**config.mk**
```make
export PLATFORM = sky130hd
export DESIGN_NAME = pc_fetch_unit
export DESIGN_NICKNAME = d
export VERILOG_FILES = /design/src/rtl/fetch_pkg.sv /design/src/rtl/fetch_timeout_ctr.sv /design/src/rtl/pc_fetch_unit.sv
export SDC_FILE = /design/constraint.sdc
export NUM_CORES = 1
export LEC_CHECK = 0
export ABC_CLOCK_PERIOD_IN_PS = 6250
export CORE_ASPECT_RATIO = 1.4
export CORE_MARGIN = 5
export CORE_UTILIZATION = 30
export CTS_BUF_LIST = sky130_fd_sc_hd__clkbuf_16
export DETAILED_ROUTE_END_ITERATION = 8
export HOLD_SLACK_MARGIN = 0.02
export SLEW_MARGIN = 25
export SYNTH_ARGS = -nofsm -noshare
export SYNTH_HDL_FRONTEND = slang
export SYNTH_SLANG_ARGS = --single-unit
```
**constraint.sdc**
```tcl
create_clock -name CLK -period 6.25 [get_ports CLK]
set_clock_uncertainty 0.2 [all_clocks]
set_input_delay 0.9375 -clock CLK [delete_from_list [all_inputs] [get_ports CLK]]
set_output_delay 0.9375 -clock CLK [all_outputs]
set_load 0.01 [all_outputs]
```
**src/rtl/fetch_pkg.sv**
```systemverilog
// Shared types and constants for the PC fetch unit.
// Optional alignment checking in pc_fetch_unit is enabled with FETCH_ALIGN_CHECK_EN.
package fetch_pkg;

  typedef enum logic [2:0] {
    S_IDLE,
    S_REQ,
    S_RETRY,
    S_VALID,
    S_HALT
  } fetch_state_t;

  localparam int INSTR_BYTES = 4;
  localparam int RETRY_CNT_W = 8;
  localparam int ALIGN_BITS  = $clog2(INSTR_BYTES);

endpackage

```
**src/rtl/fetch_timeout_ctr.sv**
```systemverilog
// Ack-timeout counter with terminal-count flag, plus the saturating retry counter.
module fetch_timeout_ctr
  import fetch_pkg::*;
#(
  parameter int TIMEOUT_CYCLES = 16
) (
  input  logic                   clk,
  input  logic                   rst_n,
  input  logic                   clear,
  input  logic                   inc,
  input  logic                   retry_inc,
  output logic                   tc,
  output logic [RETRY_CNT_W-1:0] retry_count
);

  localparam logic [RETRY_CNT_W-1:0] TC_VALUE = RETRY_CNT_W'(TIMEOUT_CYCLES - 1);
  localparam logic [RETRY_CNT_W-1:0] CNT_ONE  = RETRY_CNT_W'(1);
  localparam logic [RETRY_CNT_W-1:0] CNT_MAX  = '1;

  logic [RETRY_CNT_W-1:0] count;

  assign tc = (count == TC_VALUE);

  always_ff @(posedge clk or negedge rst_n) begin
    if (!rst_n) begin
      count <= '0;
    end else if (clear) begin
      count <= '0;
    end else if (inc) begin
      count <= count + CNT_ONE;
    end
  end

  // Retry count sticks at its maximum rather than wrapping back to zero.
  always_ff @(posedge clk or negedge rst_n) begin
    if (!rst_n) begin
      retry_count <= '0;
    end else if (retry_inc && (retry_count != CNT_MAX)) begin
      retry_count <= retry_count + CNT_ONE;
    end
  end

endmodule

```
**src/rtl/pc_fetch_unit.sv**
```systemverilog
// Architectural PC holder and single-outstanding instruction fetcher.
// Define FETCH_ALIGN_CHECK_EN to halt on a misaligned NextPC and expose PCMisalign.
module pc_fetch_unit
  import fetch_pkg::*;
#(
  parameter int                    PC_WIDTH       = 64,
  parameter int                    INSTR_WIDTH    = 32,
  parameter logic [PC_WIDTH-1:0]   RESET_PC       = '0,
  parameter int                    TIMEOUT_CYCLES = 16
) (
  input  logic                   CLK,
  input  logic                   Reset_L,
  input  logic [PC_WIDTH-1:0]    NextPC,
  output logic [PC_WIDTH-1:0]    CurrentPC,
  output logic                   IMemReq,
  output logic [PC_WIDTH-1:0]    IMemAddr,
  input  logic                   IMemAck,
  input  logic [INSTR_WIDTH-1:0] IMemData,
  output logic [INSTR_WIDTH-1:0] Instruction,
  output logic                   InstrValid,
  input  logic                   InstrReady,
`ifdef FETCH_ALIGN_CHECK_EN
  output logic                   PCMisalign,
`endif
  output logic [RETRY_CNT_W-1:0] FetchRetryCount
);

  fetch_state_t state;
  fetch_state_t next_state;

  logic load_instr;
  logic load_pc;
  logic ctr_clear;
  logic ctr_inc;
  logic retry_inc;
  logic ctr_tc;
`ifdef FETCH_ALIGN_CHECK_EN
  logic set_misalign;
`endif

  fetch_timeout_ctr #(
    .TIMEOUT_CYCLES(TIMEOUT_CYCLES)
  ) u_timeout (
    .clk        (CLK),
    .rst_n      (Reset_L),
    .clear      (ctr_clear),
    .inc        (ctr_inc),
    .retry_inc  (retry_inc),
    .tc         (ctr_tc),
    .retry_count(FetchRetryCount)
  );

  always_ff @(posedge CLK or negedge Reset_L) begin
    if (!Reset_L) begin
      state <= S_IDLE;
    end else begin
      state <= next_state;
    end
  end

  // Ack wins over timeout, so an ack in the last allowed S_REQ cycle is still taken.
  always_comb begin
    next_state = state;
    load_instr = 1'b0;
    load_pc    = 1'b0;
    ctr_clear  = 1'b0;
    ctr_inc    = 1'b0;
    retry_inc  = 1'b0;
`ifdef FETCH_ALIGN_CHECK_EN
    set_misalign = 1'b0;
`endif
    case (state)
      S_IDLE: next_state = S_REQ;
      S_REQ: begin
        if (IMemAck) begin
          load_instr = 1'b1;
          ctr_clear  = 1'b1;
          next_state = S_VALID;
        end else if (ctr_tc) begin
          ctr_clear  = 1'b1;
          retry_inc  = 1'b1;
          next_state = S_RETRY;
        end else begin
          ctr_inc = 1'b1;
        end
      end
      S_RETRY: next_state = S_REQ;
      S_VALID: begin
        if (InstrReady) begin
`ifdef FETCH_ALIGN_CHECK_EN
          if (NextPC[ALIGN_BITS-1:0] != '0) begin
            set_misalign = 1'b1;
            next_state   = S_HALT;
          end else begin
            load_pc    = 1'b1;
            next_state = S_REQ;
          end
`else
          load_pc    = 1'b1;
          next_state = S_REQ;
`endif
        end
      end
      S_HALT:  next_state = S_HALT;
      default: next_state = S_IDLE;
    endcase
  end

  always_ff @(posedge CLK or negedge Reset_L) begin
    if (!Reset_L) begin
      CurrentPC <= RESET_PC;
    end else if (load_pc) begin
      CurrentPC <= NextPC;
    end
  end

  always_ff @(posedge CLK or negedge Reset_L) begin
    if (!Reset_L) begin
      Instruction <= '0;
    end else if (load_instr) begin
      Instruction <= IMemData;
    end
  end

`ifdef FETCH_ALIGN_CHECK_EN
  always_ff @(posedge CLK or negedge Reset_L) begin
    if (!Reset_L) begin
      PCMisalign <= 1'b0;
    end else if (set_misalign) begin
      PCMisalign <= 1'b1;
    end
  end
`endif

  assign IMemReq    = (state == S_REQ);
  assign InstrValid = (state == S_VALID);
  assign IMemAddr   = CurrentPC;

endmodule

```
==> results of run 1 <==
[power by group]
group | leakage [nW] | total [W] | internal, W | switching (W)
logic | 1.67 | 0.000922 | 0.000586 | 0.000336
clock network | 0.280 | 0.000929 | 0.000582 | 0.000347
registers | 1.38 | 0.00102 | 0.000904 | 0.000116
total | 3.33 | 0.00287 | 0.00207 | 0.000800
[Yosys cell counts]
cell,count,share of area
a32o_1,1,0.0020
nand4b_1,1,0.0017
nor3_1,3,0.0030
a21oi_1,2,0.0020
and2_1,2,0.0025
nor4_4,1,0.0042
a2111oi_0,1,0.0017
and3_1,3,0.0037
o21ai_1,2,0.0020
o21ai_0,4,0.0040
a211o_1,1,0.0017
buf_4,65,0.097
nor2_1,3,0.0022
nand3_4,1,0.0035
a41oi_1,2,0.0035
dfrtp_1,115,0.57
or3_1,3,0.0037
mux2_1,31,0.070
a31oi_1,1,0.0012
inv_1,4,0.0030
nor4_1,3,0.0037
nand4_1,2,0.0025
mux2_2,67,0.15
nand2_1,9,0.0067
a22o_1,1,0.0017
clkinv_4,1,0.0017
clkbuf_1,1,0.00075
and4b_1,1,0.0020
buf_6,4,0.0090
buf_2,6,0.0060
xor2_1,7,0.012
a211oi_1,1,0.0015
ha_1,2,0.0050
nand3_1,7,0.0070
or3b_1,1,0.0017
[logic make-up after synthesis]
group | count (synthesis) | synth area share
flip-flops | 115 | 0.575
AO/OA/AOI/OAI | 16 | 0.0215
adder cells (fa/ha/maj) | 2 | 0.00500
multiplexers | 98 | 0.220
AND/OR/NAND/NOR | 40 | 0.0485
buffers and inverters | 81 | 0.118
XOR/XNOR | 7 | 0.0122
[registers in the layout (all words and copies together), names as in the netlist]
| signal | cells |
|---|---|
| state | 3 |
| u_timeout.count | 8 |
| Instruction | 32 |
| CurrentPC | 64 |
| u_timeout.retry_count | 8 |
[area by class of cell]
type | count | area, um2 | share of cell area
clock buffers | 17 | 425 | 0.0533
multi-input cells | 163 | 1540 | 0.193
repair buffers | 273 | 2720 | 0.341
clock inverters | 14 | 143 | 0.0179
flip-flops and latches | 115 | 2880 | 0.360
well taps | 203 | 254 | 0.0318
inverters | 5 | 23.8 | 0.00298
[worst max path at each step]
stage / end / slack [ps] / cells after the start
floorplan: u_timeout.retry_count[1] / 4020 / 4
global placement: Instruction[0] / 3160 / 4
detailed placement: Instruction[0] / 3110 / 4
CTS: IMemReq / 3020 / 3
global route: IMemReq / 2950 / 3
finish: IMemReq / 3050 / 3
[worst register-to-register path, cell delays in order, from the launching register on]
cell      delay [ps]
dfrtp_1          410
or3b_1           550
clkinv_4         150
and2_1           480
buf_4            400
mux2_1           390
[per-stage QoR]
step	instances	util
floorplan	359	-
global placement	759	0.447
detailed placement	759	0.447
CTS	790	0.481
global route	790	0.481
finish	790	0.481
[per-layer routing]
metal	routed length, um	track usage	vias up
met3	1020	0.0490	18
met5	7	0	-
li1	-	-	1616
met4	229	0.0496	2
met2	7730	0.268	168
met1	5230	0.156	1743
==> impl_results.md, run 1 <==
- Outcome: finished clean
- Gp weighted congestion: 0.713
- Most frequent cells in the layout: clkdlybuf4s50_1 (268), dfrtp_1 (115), mux2_2 (67)
- Global route overflow: 0
- Hold slack: 280 ps
- Worst Setup Path Type: reg2out
- Chip Width: 119 um
- Clock buffer count from CTS: 17
- Net count after synthesis: 461
- Cell Area, Placed: 7420 um2
- Dpl hpwl: 10,900 um
- Final instance area: 7980 um2
- Avg Synthesized Cell Area: 14.0 um2
- Vias in the first global route: 3,804
- Drt total wl: 14,200 um
- Fmax: 312 MHz
- Max-Cap Viols: 0
- Critical hold path startpoint: Instruction[4]
- Mapped Cells: 359
- CP max FO: 10
- DR pass1 iterations: 5
- CP endpoint kind: output port
- Area of the die: 19,400 um2
- CTS resizes: 0
- # clock sinks: 115
- # fillers: 1,514
- Port-buffer cells: 269
- Distinct cells, synth: 35
- Leakage: 3.33 nW
- Clock period minus worst slack: 3200 ps
- CTS clock-pin slew for the worst setup and hold paths: 60 ps
- Pins over their slew limit: 0
- Io pins: 270
- Post-CTS Hold Buffers: 0
- Setup TNS: 0 ps
- Hold Path End: Instruction[4]
- Synth warn: 0
- Synth Cell Area: 5010 um2
- Crit path launch: state[2]
- Final Power: 0.00287 W
- R2r startpoint: state[2]
- Startpoint types: flop
- Flop and latch count out of synthesis: 115
- Largest net degree at the start of global routing: 61
- Share of cells above drive strength 1: 0.179
- CP top delay family: buffers and inverters
- Worst Tran Pin Value: 774 ps
- Worst vdd rail ir drop: 142 uV
- GR Util All Layers: 0.146
- Die Span Y: 163 um
- Residual DRC count: 0
- N_diodes: 0
- CTS tree: done
- Post-CTS setup buffers: 0
- Final worst slack: 3050 ps
- Most common cell after layout, fill and taps aside: clkdlybuf4s50_1
- Placement Rows: 56
- Area Growth Syn to Fin: 59.4%
- Biggest cell delay along the critical path: 550 ps
- Total power per unit cell area: 360 nW/um2
- Worst slack at placement: 3110 ps
- Vias: 3,547
- RSZ-0062 raised after global routing: no
- Post-DRT Antenna Nets: 0
- DR iter-0 viols: 127
- Fraction of the yosys area taken by sequential cells: 0.575
- R2R setup slack: 3540 ps
- CP Cell Sequence: or3b_1 > clkinv_4 > clkdlybuf4s50_1
- Clock Latency Late Sink: 400 ps
- Initial antenna violation count: 1
- Critical Path AT: 2060 ps
- Hold WC Path Type: reg2reg
- H-tree depth: 4
- Hold path depth: 1
- Max clock buf depth: 2
- Max_slew headroom: 0.484
- R2r endpoint: Instruction[29]
- Final hold violation count: 0
- Final net count: 677
- Reg2Reg Depth: 5
- First-pass GRT wire length: 22,000 um
- Vias/cell: 4.49
- Finish-stage setup viols: 0
- Slowest cell on crit path: or3b_1
- CTS root buffer: clkbuf_16
- Fin crit share: 0.512
- Wire per inst: 18.0 um
- CORE AREA: 16,600 um2
- Worst Path Buf+Inv: 2
- Worst Path Required: 5110 ps
- Initial Util: 0.302
Power figures use the tool's default switching activity.
==> inputs of run 2 (changes only) <==
Settings changed: ABC_CLOCK_PERIOD_IN_PS 6250 to 2900, PLACE_DENSITY set to 0.67.
Clock period 6.25 ns to 2.9 ns, I/O delays scaled along.
==> impl_results.md, run 2 (synthesis gave the netlist of run 1 again) <==
- Outcome: finished clean
- Worst Path Buf+Inv: 2
- Final net count: 677
- CP endpoint kind: output port
- Setup TNS: 0 ps
- First-pass GRT wire length: 21,400 um
- Clock buffer count from CTS: 17
- Fmax: 373 MHz
- Chip Width: 119 um
- CP top delay family: buffers and inverters
- Clock period minus worst slack: 2680 ps
- Hold WC Path Type: reg2reg
- Post-DRT Antenna Nets: 0
- Final instance area: 7990 um2
- # fillers: 1,523
- Leakage: 3.32 nW
- CTS root buffer: clkbuf_16
- Most common cell after layout, fill and taps aside: clkdlybuf4s50_1
- Share of cells above drive strength 1: 0.171
- Global route overflow: 0
- Initial antenna violation count: 2
- Most frequent cells in the layout: clkdlybuf4s50_1 (268), dfrtp_1 (115), mux2_2 (67)
- Pins over their slew limit: 0
- CTS resizes: 0
- Largest register FFs: 64
- Register area: 2880 um2
- Biggest regs: CurrentPC x64, Instruction x32
- Port-buffer cells: 269
- Worst slack at placement: 535 ps
- Initial Util: 0.302
- Finish-stage setup viols: 0
- Die Span Y: 163 um
- DR iter-0 viols: 137
- Max clock buf depth: 2
- Clock Latency Late Sink: 400 ps
- Residual DRC count: 0
- DR pass1 iterations: 4
- Worst Path Required: 2270 ps
- Gp weighted congestion: 0.768
- Area occupied by multi-input gates: 1540 um2
- Io pins: 270
- Dpl hpwl: 10,800 um
- Critical Path AT: 2050 ps
- Total power per unit cell area: 766 nW/um2
- H-tree depth: 4
- Largest net degree at the start of global routing: 65
- Worst Setup Path Type: reg2out
- Max-Cap Viols: 0
- Vias: 3,467
- RSZ-0062 raised after global routing: no
- Placement Rows: 56
- Slowest cell on crit path: or3b_1
- Worst Tran Pin Value: 737 ps
- CTS tree: done
- # clock sinks: 115
- CP max FO: 10
- Hold slack: 280 ps
- Drt total wl: 13,700 um
- Vias/cell: 4.39
- Worst vdd rail ir drop: 309 uV
- Max_slew headroom: 0.509
- Area Growth Syn to Fin: 59.5%
- Area of the die: 19,400 um2
- GR Util All Layers: 0.142
- Final worst slack: 219 ps
- CP Cell Sequence: or3b_1 > clkinv_4 > clkdlybuf4s50_1
- Wire per inst: 17.3 um
- Startpoint types: flop
- Biggest cell delay along the critical path: 570 ps
- N_diodes: 0
- CTS clock-pin slew for the worst setup and hold paths: 50 ps
- CORE AREA: 16,600 um2
- Largest reg by FF count: CurrentPC
- Cell Area, Placed: 7430 um2
- Fin crit share: 0.924
- Vias in the first global route: 3,794
- Final hold violation count: 0
run 2: changes by cell type in the layout (fill, tap and decap cells not counted):
cell / previous run / this run
buf_4: 5 / 2
clkinv_1: 0 / 3
clkinv_2: 4 / 3
dlygate4sd3_1: 0 / 1
clkinvlp_4: 2 / 3
clkinv_4: 6 / 2
buf_12: 0 / 2
run 2: stage by stage:
step           cells   util  total power (W)
4_1_cts          789  0.481          0.00624
6_report         789  0.481          0.00612
3_5_place_dp     758  0.448          0.00426
2_1_floorplan    359      -          0.00313
3_3_place_gp     758  0.448          0.00420
5_1_grt          789  0.481          0.00643
run 2: power breakdown:
group | switching, W | internal [W] | leakage, nW | total, W
logic | 0.000723 | 0.00127 | 1.68 | 0.00199
clock network | 0.000694 | 0.00124 | 0.264 | 0.00193
registers | 0.000247 | 0.00195 | 1.38 | 0.00220
run 2: timing repair:
item,4_1_cts,5_1_grt
setup buffers,0,0
hold endpoints to repair,55,0
hold buffers,1,0
run 2: area by class of cell:
type                            count  area share
Clock inverter                     13      0.0152
Multi-Input combinational cell    163       0.193
Tap cell                          203      0.0318
Sequential cell                   115       0.360
Inverter                            5     0.00298
Timing Repair Buffer              273       0.344
Clock buffer                       17      0.0532
run 2: path summary, 6_finish.rpt:
check	from	end	slack, ps	depth (start not counted)
max in group asynchronous	Reset_L	CurrentPC[62]	1250	3
setup reg to reg	state[1]	Instruction[31]	550	5
hold reg to reg	Instruction[21]	Instruction[21]	280	1
hold / removal	Instruction[21]	Instruction[21]	280	1
setup / recovery	state[1]	IMemReq	220	3
min in group asynchronous	Reset_L	CurrentPC[18]	430	2
run 2: per-layer routing:
| layer | GRT usage | routed length (um) | vias up |
|---|---|---|---|
| met3 | 0.0532 | 884 | 19 |
| met2 | 0.264 | 7740 | 127 |
| met1 | 0.143 | 4770 | 1701 |
| met5 | 0 | 34 | - |
| li1 | - | - | 1616 |
| met4 | 0.0496 | 253 | 4 |
run 2: worst register-to-register path, stage by stage, from the launching register on:
cell and delay (ps):
dfrtp_1 400, or3b_1 570, clkinv_4 140, and2_1 130, buf_4 380, mux2_2 410
